File: src/rtl/div_share_arbiter.sv
// Round-robin front end that time-shares one iterative divider between two requesters.
// Operands are latched at grant; results return with a per-requester done pulse or a timeout error.
module div_share_arbiter #(
    parameter int WIDTH   = 8,
    parameter int TIMEOUT = 40
) (
    input  logic             clk,
    input  logic             reset,
    input  logic             req0,
    input  logic [WIDTH-1:0] a0,
    input  logic [WIDTH-1:0] b0,
    input  logic             req1,
    input  logic [WIDTH-1:0] a1,
    input  logic [WIDTH-1:0] b1,
    output logic             done0,
    output logic             done1,
    output logic [WIDTH-1:0] quot,
    output logic [WIDTH-1:0] rem,
    output logic             err,
    output logic             busy,
    output logic             dp_start,
    output logic [WIDTH-1:0] dp_a,
    output logic [WIDTH-1:0] dp_b,
    input  logic             dp_valid,
    input  logic [WIDTH-1:0] dp_quot,
    input  logic [WIDTH-1:0] dp_rem
);

    localparam int CW = $clog2(TIMEOUT + 1);

    typedef enum logic [1:0] {IDLE, LAUNCH, RUN, DONE} state_t;

    state_t          state_reg, state_next;
    logic            last_reg;
    logic            owner_reg;
    logic            valid_q_reg;
    logic [CW-1:0]   count_reg;
    logic            grant_valid;
    logic            grant_id;
    logic            completion;
    logic            timed_out;

    always_comb begin
        grant_valid = 1'b0;
        grant_id    = 1'b0;
        if (req0 && req1) begin
            grant_valid = 1'b1;
            grant_id    = ~last_reg;
        end else if (req0) begin
            grant_valid = 1'b1;
            grant_id    = 1'b0;
        end else if (req1) begin
            grant_valid = 1'b1;
            grant_id    = 1'b1;
        end

        // Only a fresh rising edge of valid counts; a level left over from the last op is ignored.
        completion = (state_reg == RUN) && dp_valid && !valid_q_reg;
        timed_out  = (state_reg == RUN) && (count_reg == CW'(TIMEOUT - 1));

        state_next = state_reg;
        case (state_reg)
            IDLE:    if (grant_valid) state_next = LAUNCH;
            LAUNCH:  state_next = RUN;
            RUN:     if (completion || timed_out) state_next = DONE;
            DONE:    state_next = IDLE;
            default: state_next = IDLE;
        endcase
    end

    always_ff @(posedge clk or negedge reset) begin
        if (!reset) begin
            state_reg   <= IDLE;
            last_reg    <= 1'b1;
            owner_reg   <= 1'b0;
            valid_q_reg <= 1'b0;
            count_reg   <= '0;
            done0       <= 1'b0;
            done1       <= 1'b0;
            quot        <= '0;
            rem         <= '0;
            err         <= 1'b0;
            busy        <= 1'b0;
            dp_start    <= 1'b0;
            dp_a        <= '0;
            dp_b        <= '0;
        end else begin
            state_reg   <= state_next;
            valid_q_reg <= dp_valid;
            busy        <= (state_next != IDLE);
            dp_start    <= (state_reg == IDLE) && grant_valid;
            done0       <= 1'b0;
            done1       <= 1'b0;
            case (state_reg)
                IDLE: begin
                    if (grant_valid) begin
                        owner_reg <= grant_id;
                        dp_a      <= grant_id ? a1 : a0;
                        dp_b      <= grant_id ? b1 : b0;
                    end
                end
                LAUNCH: begin
                    count_reg <= '0;
                end
                RUN: begin
                    count_reg <= count_reg + 1'b1;
                    if (completion) begin
                        quot <= dp_quot;
                        rem  <= dp_rem;
                        err  <= 1'b0;
                    end else if (timed_out) begin
                        quot <= '0;
                        rem  <= '0;
                        err  <= 1'b1;
                    end
                end
                DONE: begin
                    // A requester that has walked away gets no pulse; the result is dropped.
                    done0    <= !owner_reg && req0;
                    done1    <= owner_reg && req1;
                    last_reg <= owner_reg;
                end
                default: ;
            endcase
        end
    end

endmodule

File: config.mk
export PLATFORM = sky130hd
export DESIGN_NAME = div_share_arbiter
export DESIGN_NICKNAME = d
export VERILOG_FILES = /design/src/rtl/div_share_arbiter.sv
export SDC_FILE = /design/constraint.sdc
export NUM_CORES = 1
export LEC_CHECK = 0
export ABC_CLOCK_PERIOD_IN_PS = 4500
export BUFFER_PORTS_ARGS = -buffer_cell sky130_fd_sc_hd__buf_4
export CAP_MARGIN = 20
export CORE_ASPECT_RATIO = 1.75
export CORE_MARGIN = 8
export CORE_UTILIZATION = 35
export DETAILED_ROUTE_END_ITERATION = 12
export GPL_TIMING_DRIVEN = 1
export SYNTH_ARGS = -nofsm -noshare
export SYNTH_HDL_FRONTEND = slang
export SYNTH_SLANG_ARGS = --single-unit
File: constraint.sdc
create_clock -name clk -period 4.5 [get_ports clk]
set_input_delay 0.675 -clock clk [delete_from_list [all_inputs] [get_ports clk]]
set_output_delay 0.675 -clock clk [all_outputs]
set_load 0.005 [all_outputs]
== Word level (Yosys, flattened, before mapping) ==
Cells that the tools add are included.
W data, S select, Z words.
Operators by class
  add/sub/neg operators: 1
  multipliers: 0
  divide/modulo/power cells: 0
  order comparisons: 0
  equal/unequal tests: 4
  shift operators: 0
  multiplexer cells: 18
  bitwise operators: 1
  reductions and logical operators: 16
Operators with widths (count)
  $mux W8: 5
  $pmux W6 S2: 1
  $mux W1: 9
  $pmux W2 S4: 1
  $logic_and A1 B1 Y1: 7
  $add A6 B1 Y6 const B: 1
  $eq A6 B6 Y1 const B: 1
  $reduce_bool A2 Y1: 3
  $eq A2 B2 Y1 const B: 2
  $mux W2: 2
  $reduce_and A2 Y1: 2
  $eq A2 B1 Y1 const B: 1
  $logic_not A1 Y1: 2
  $logic_not A2 Y1: 1
  $logic_or A1 B1 Y1: 1
  $not A1 Y1: 1
Storage, ports and cells
  flip-flop bits (word level): 48
  bits in latches: 0
  RAM bits: 0
  bits in read-only memories: 0
  bits of input ports: 53
  output and inout bits: 37
  logic and storage cells: 54
  memories kept: 0

== Depth between registers and ports, before layout ==
  depth in word-level cells: 7
  mapped depth: 8
  depth with buffers taken out: 5

== Least setup slack after synthesis ==
No wires, ideal clock.
  path type: reg-to-reg
  start: register state_reg[0]
  end: register busy
  setup time: 121 ps
  arrival: 1621 ps
  data required time: 4379 ps
  setup slack: 2758 ps
  stages on the path, launching flop included: 8
  path buffers: 2
  period minus slack after synthesis: 1742 ps
  cells stage by stage: dfrtp_1 inv_1 ha_1 buf_6 and3b_1 buf_6 or4_1 o22a_1
On the way
  word-level cells in the longest chain between the ends: 7
  elaborated cells between the ends (all ways): 12
  classes of those cells: eq/ne: 3; mux: 3; reduce/logical: 6
Ends and longest elaborated chain
  start, declared: RTL line 33  | state_t state_reg, state_next;
  start signal, assigned: RTL line 88  | state_reg <= state_next;
  $eq A2 B2 Y1: RTL line 58, 59, 62
  $logic_and A1 B1 Y1 (2 in a row): RTL line 58  | completion = (state_reg == RUN) && dp_valid && !valid_q_reg;
  $logic_or A1 B1 Y1: RTL line 65  | RUN: if (completion || timed_out) state_next = DONE;
  $mux W2: RTL line 65
  $pmux W2 S4 (*): RTL line 62  | case (state_reg)
  $reduce_bool A2 Y1 (*): RTL line 90  | busy <= (state_next != IDLE);
  end signal, assigned: RTL line 90
  end, declared: RTL line 20  | output logic busy,
Mark *: on every way between the ends. The rest lies on a longest branch, timed or not.
A chain may end at the register's enable or synchronous reset.

== Worst setup path after layout ==
  start: register state_reg[0]
  end: register rem[3]
On the way
  word-level cells in the longest chain between the ends: 5
  elaborated cells between the ends (all ways): 7
  classes of those cells: eq/ne: 1; mux: 1; reduce/logical: 5
Ends and longest elaborated chain
  $eq A2 B2 Y1 (*): RTL line 58, 59, 94
  $logic_and A1 B1 Y1 (2 in a row): RTL line 58
  $reduce_bool A2 Y1 (no source line)
  $reduce_and A2 Y1 (no source line)
  end signal, assigned: RTL line 109  | rem <= dp_rem;
  end, declared: RTL line 18  | output logic [WIDTH-1:0] rem,
Marks and branches as above.

==> results <==
- The maximum ir drop on the vdd rail is 0.289 mV.
- From synthesis to final layout, the design area changed by 38.8%.
- The share of synthesized area in the top cell type comes to 56.1%.
- The number of nets still failing antenna checks after routing is 0.
- The run finished with clean final reports.
- The placer's final routability congestion estimate is 0.727.
- During synthesis, Yosys emitted a total of 0 warnings.
- The setup total negative slack is 0 ns.
- Pin placement for this block handled 90 I/O pins.
- In the synthesized netlist, the number of instances is 204.
- The clock reaches the later pin of the worst-skew pair after 0.29 ns.
- The mean instance size in the synthesized netlist is 10.3 sq um.
- The placeable core region is 5830 sq um.
- The cell area after placement is 2800 sq um.
- The total wire length after detailed routing is 5030 um.
- The floorplan step defined a die boundary enclosing 8830 sq um.
- The number of buffer and inverter stages on the critical path is 1.
- The number of fillers in the final layout is 605.
- The clock sink total is 48.
- In this run the worst path has a maximum fanout of 19.
- The peak per-stage delay on the critical path is 0.74 ns.
- The critical path crosses 5 cells after its start point.
- OpenSTA, run right after detailed placement, puts the worst setup slack at 2.27 ns.
- After clock tree synthesis, the setup repair step added 0 buffers.
- Walking the worst path, the cells encountered are inv_1 -> ha_1 -> nand4_1 -> nor3_2 -> o21ai_0.
- The final critical-path setup slack is 2.34 ns.
- The number of nets in the synthesized netlist is 262.
- The final max-slew violation count is 0.
- Setup repair after global routing left no endpoint under its margin.
- In this run the static leakage power is 1.51 nW.
- The total standard cell area after synthesis is 2100 sq um.
- The cell family with the largest share of critical-path delay is simple AND/OR/NAND/NOR gates.
- The ratio of routed vias to standard cells is 4.60.
- Hold timing on the final database bottoms out at a slack of 0.370 ns.
- The net count reported at finish is 348.
- The fraction of the yosys area taken by sequential cells is 57.3%.
- The total power density per cell area is 565 nW/um^2.
- The slew of the pin with the lowest slew margin is 0.951 ns.
- Data on the critical path is required at its endpoint by 4.64 ns.
- The path depth of the worst reg2reg path is 5.
- The overflow left after global routing is 0.
- The number of global-route vias before repair is 1875.
- The minimum clock period after layout is 2.16 ns.
- Between clock sinks in the finished design, the worst skew comes to 0.00737 ns.
- The arrival time of the worst setup path is 2.30 ns.
- The floorplan step set the die width to 74.5 um.
- The count of antenna diodes in the layout is 0.
- The finished cells cover 2910 sq um.
- The number of vias after detailed routing is 1699.
- The number of different library cells used by synthesis comes to 31.
- The number of failing hold endpoints at the final stage came to 0.
- The maximum number of pins on one net before global-route repair is 49.
- The synthesized design spends more area on one cell type than any other, namely dfrtp_1.
- The clock buffer count from CTS is 5.
- The number of antenna violations at the first check in global routing is 0.
- The clock tree from TritonCTS is yes.
- The area of the multi-input gates is 811 sq um.
- The average detailed-routed wire length per instance is 13.6 um.
- Of the available clock period, the critical path in the final layout requires 48.0%.
- The first global-routing pass estimated 8410 um of wire.
- After synthesis the netlist holds a flip-flop and latch count of 48.
- From bottom edge to top edge, the die measures 118 um.
- The initialized floorplan defines 37 standard-cell rows.
- The starting utilization of the core area is 36.0%.
- STA classifies the critical path startpoint as a register.
- The worst setup path is captured at a register.
- The tightest min-delay check is of the in2async type.
- The sequential cells in the finished layout cover a total of 1200 sq um.
- The overall power consumption is 1.64 mW.
- The count of endpoints failing setup in the final report is 0.
- The share of layout cells above drive strength 1 is 35.4%.
- By area the synthesized netlist is led by dfrtp_1 56%, nand2_1 9.1%, o21ai_0 8.8%.
- In this run the number of H-tree levels came out at 2.
- The CTS root buffer is clkbuf_8.
- The number of maximum-capacitance constraint violations is 0.
- After clock tree synthesis, the clock-pin slew on the worst setup and hold paths is 0.09 ns.
- The iteration-0 DRC count of the detailed router is 52.
- The headroom to the max-slew limit is 36.2%.
- For this run, design rule violations remaining after detail routing come to 0.
- Based on the critical path, the design can be clocked at up to 463 MHz.
- After legalization and detailed placement, the total HPWL measured 3850 um.
- The slowest library cell on the worst path is nor3_2.
- The pre-antenna-repair detailed-routing pass consisted of 4 iterations.
- The number of input and output port buffers inserted is 89.
- Across every metal layer, demand over resource in global routing totals 12.1%.
- The critical path is of the reg2reg type.
- The number of buffers between clock root and the deepest sink is 2.
- The total of cells resized after clock tree synthesis is 0.
- Hold repair after CTS inserted 0 buffers.
[per-stage QoR]
| stage | cells | utilization [%] |
|---|---|---|
| finish | 369 | 49.9 |
| global placement | 360 | 48.0 |
| floorplan | 204 | - |
| CTS | 368 | 49.7 |
| global route | 369 | 49.9 |
| detailed placement | 360 | 48.0 |
[area by class of cell]
class,instances,area share (%)
inverter,6,0.773
tap,78,3.35
timing repair buffer,90,23.5
multi-input combinational,139,27.8
clock buffer,6,2.84
clock inverter,2,0.473
sequential,48,41.3
[cell usage after synthesis (all sizes together)]
cell    instances
o21a            1
ha              5
buf             6
o41a            1
mux2            1
mux2i          17
nor3            3
a21oi           2
inv             6
dfrtp          47
o21ai          38
and3b           2
nand3b          1
nand3           3
or4             1
nor2            3
o22a            1
nor2b           1
xor2            1
and3            2
or3             1
nand4           2
nand2          51
clkbuf          5
a211o           1
dfstp           1
a21bo           1
[logic make-up after synthesis]
| family | count (synthesis) | synth area share, % |
|---|---|---|
| AO/OA/AOI/OAI | 45 | 11.7 |
| XOR/XNOR | 1 | 0.417 |
| adder cells (fa/ha/maj) | 5 | 2.98 |
| buffers and inverters | 17 | 4.23 |
| flip-flops | 48 | 57.3 |
| multiplexers | 18 | 8.65 |
| AND/OR/NAND/NOR | 70 | 14.7 |
[final timing paths]
| check | start | to | slack (ns) |
|---|---|---|---|
| max reg2reg | state_reg[0] | rem[3] | 2.34 |
| min in group clk | dp_b[6] | dp_b[6] | 0.48 |
| min reg2reg | dp_b[6] | dp_b[6] | 0.48 |
| max in group asynchronous | reset | count_reg[2] | 3.71 |
| min | reset | dp_a[4] | 0.37 |
| max | state_reg[0] | rem[3] | 2.34 |
[power breakdown]
| group | switching, mW | internal [mW] | total [mW] |
|---|---|---|---|
| Sequential | 0.101 | 0.610 | 0.711 |
| Combinational | 0.316 | 0.351 | 0.667 |
| Clock | 0.141 | 0.126 | 0.267 |
| Total | 0.558 | 1.09 | 1.64 |
[layout by cell type (no fill, tap or decap), types with 2 or more instances in the layout]
cell | synthesis | final
nand4_1 | 2 | 2
dfrtp_1 | 47 | 47
and3b_1 | 2 | 2
nand2_1 | 51 | 51
clkbuf_8 | 0 | 6
a21oi_1 | 2 | 2
and3_1 | 2 | 2
nand3_1 | 3 | 3
nor3_1 | 2 | 2
mux2i_1 | 17 | 17
buf_4 | 2 | 89
o21ai_0 | 37 | 37
ha_1 | 5 | 5
nor2_1 | 3 | 3
inv_1 | 6 | 6
[per-layer routing]
layer | global-route usage, % | routed length (um) | vias to the layer above
met5 | 0 | 0 | -
met2 | 19.4 | 2510 | 64
met3 | 6.44 | 551 | 4
met1 | 12.6 | 1900 | 774
met4 | 4.81 | 67 | 0
li1 | - | - | 857
No activity file was read; power rests on OpenSTA's default activity.
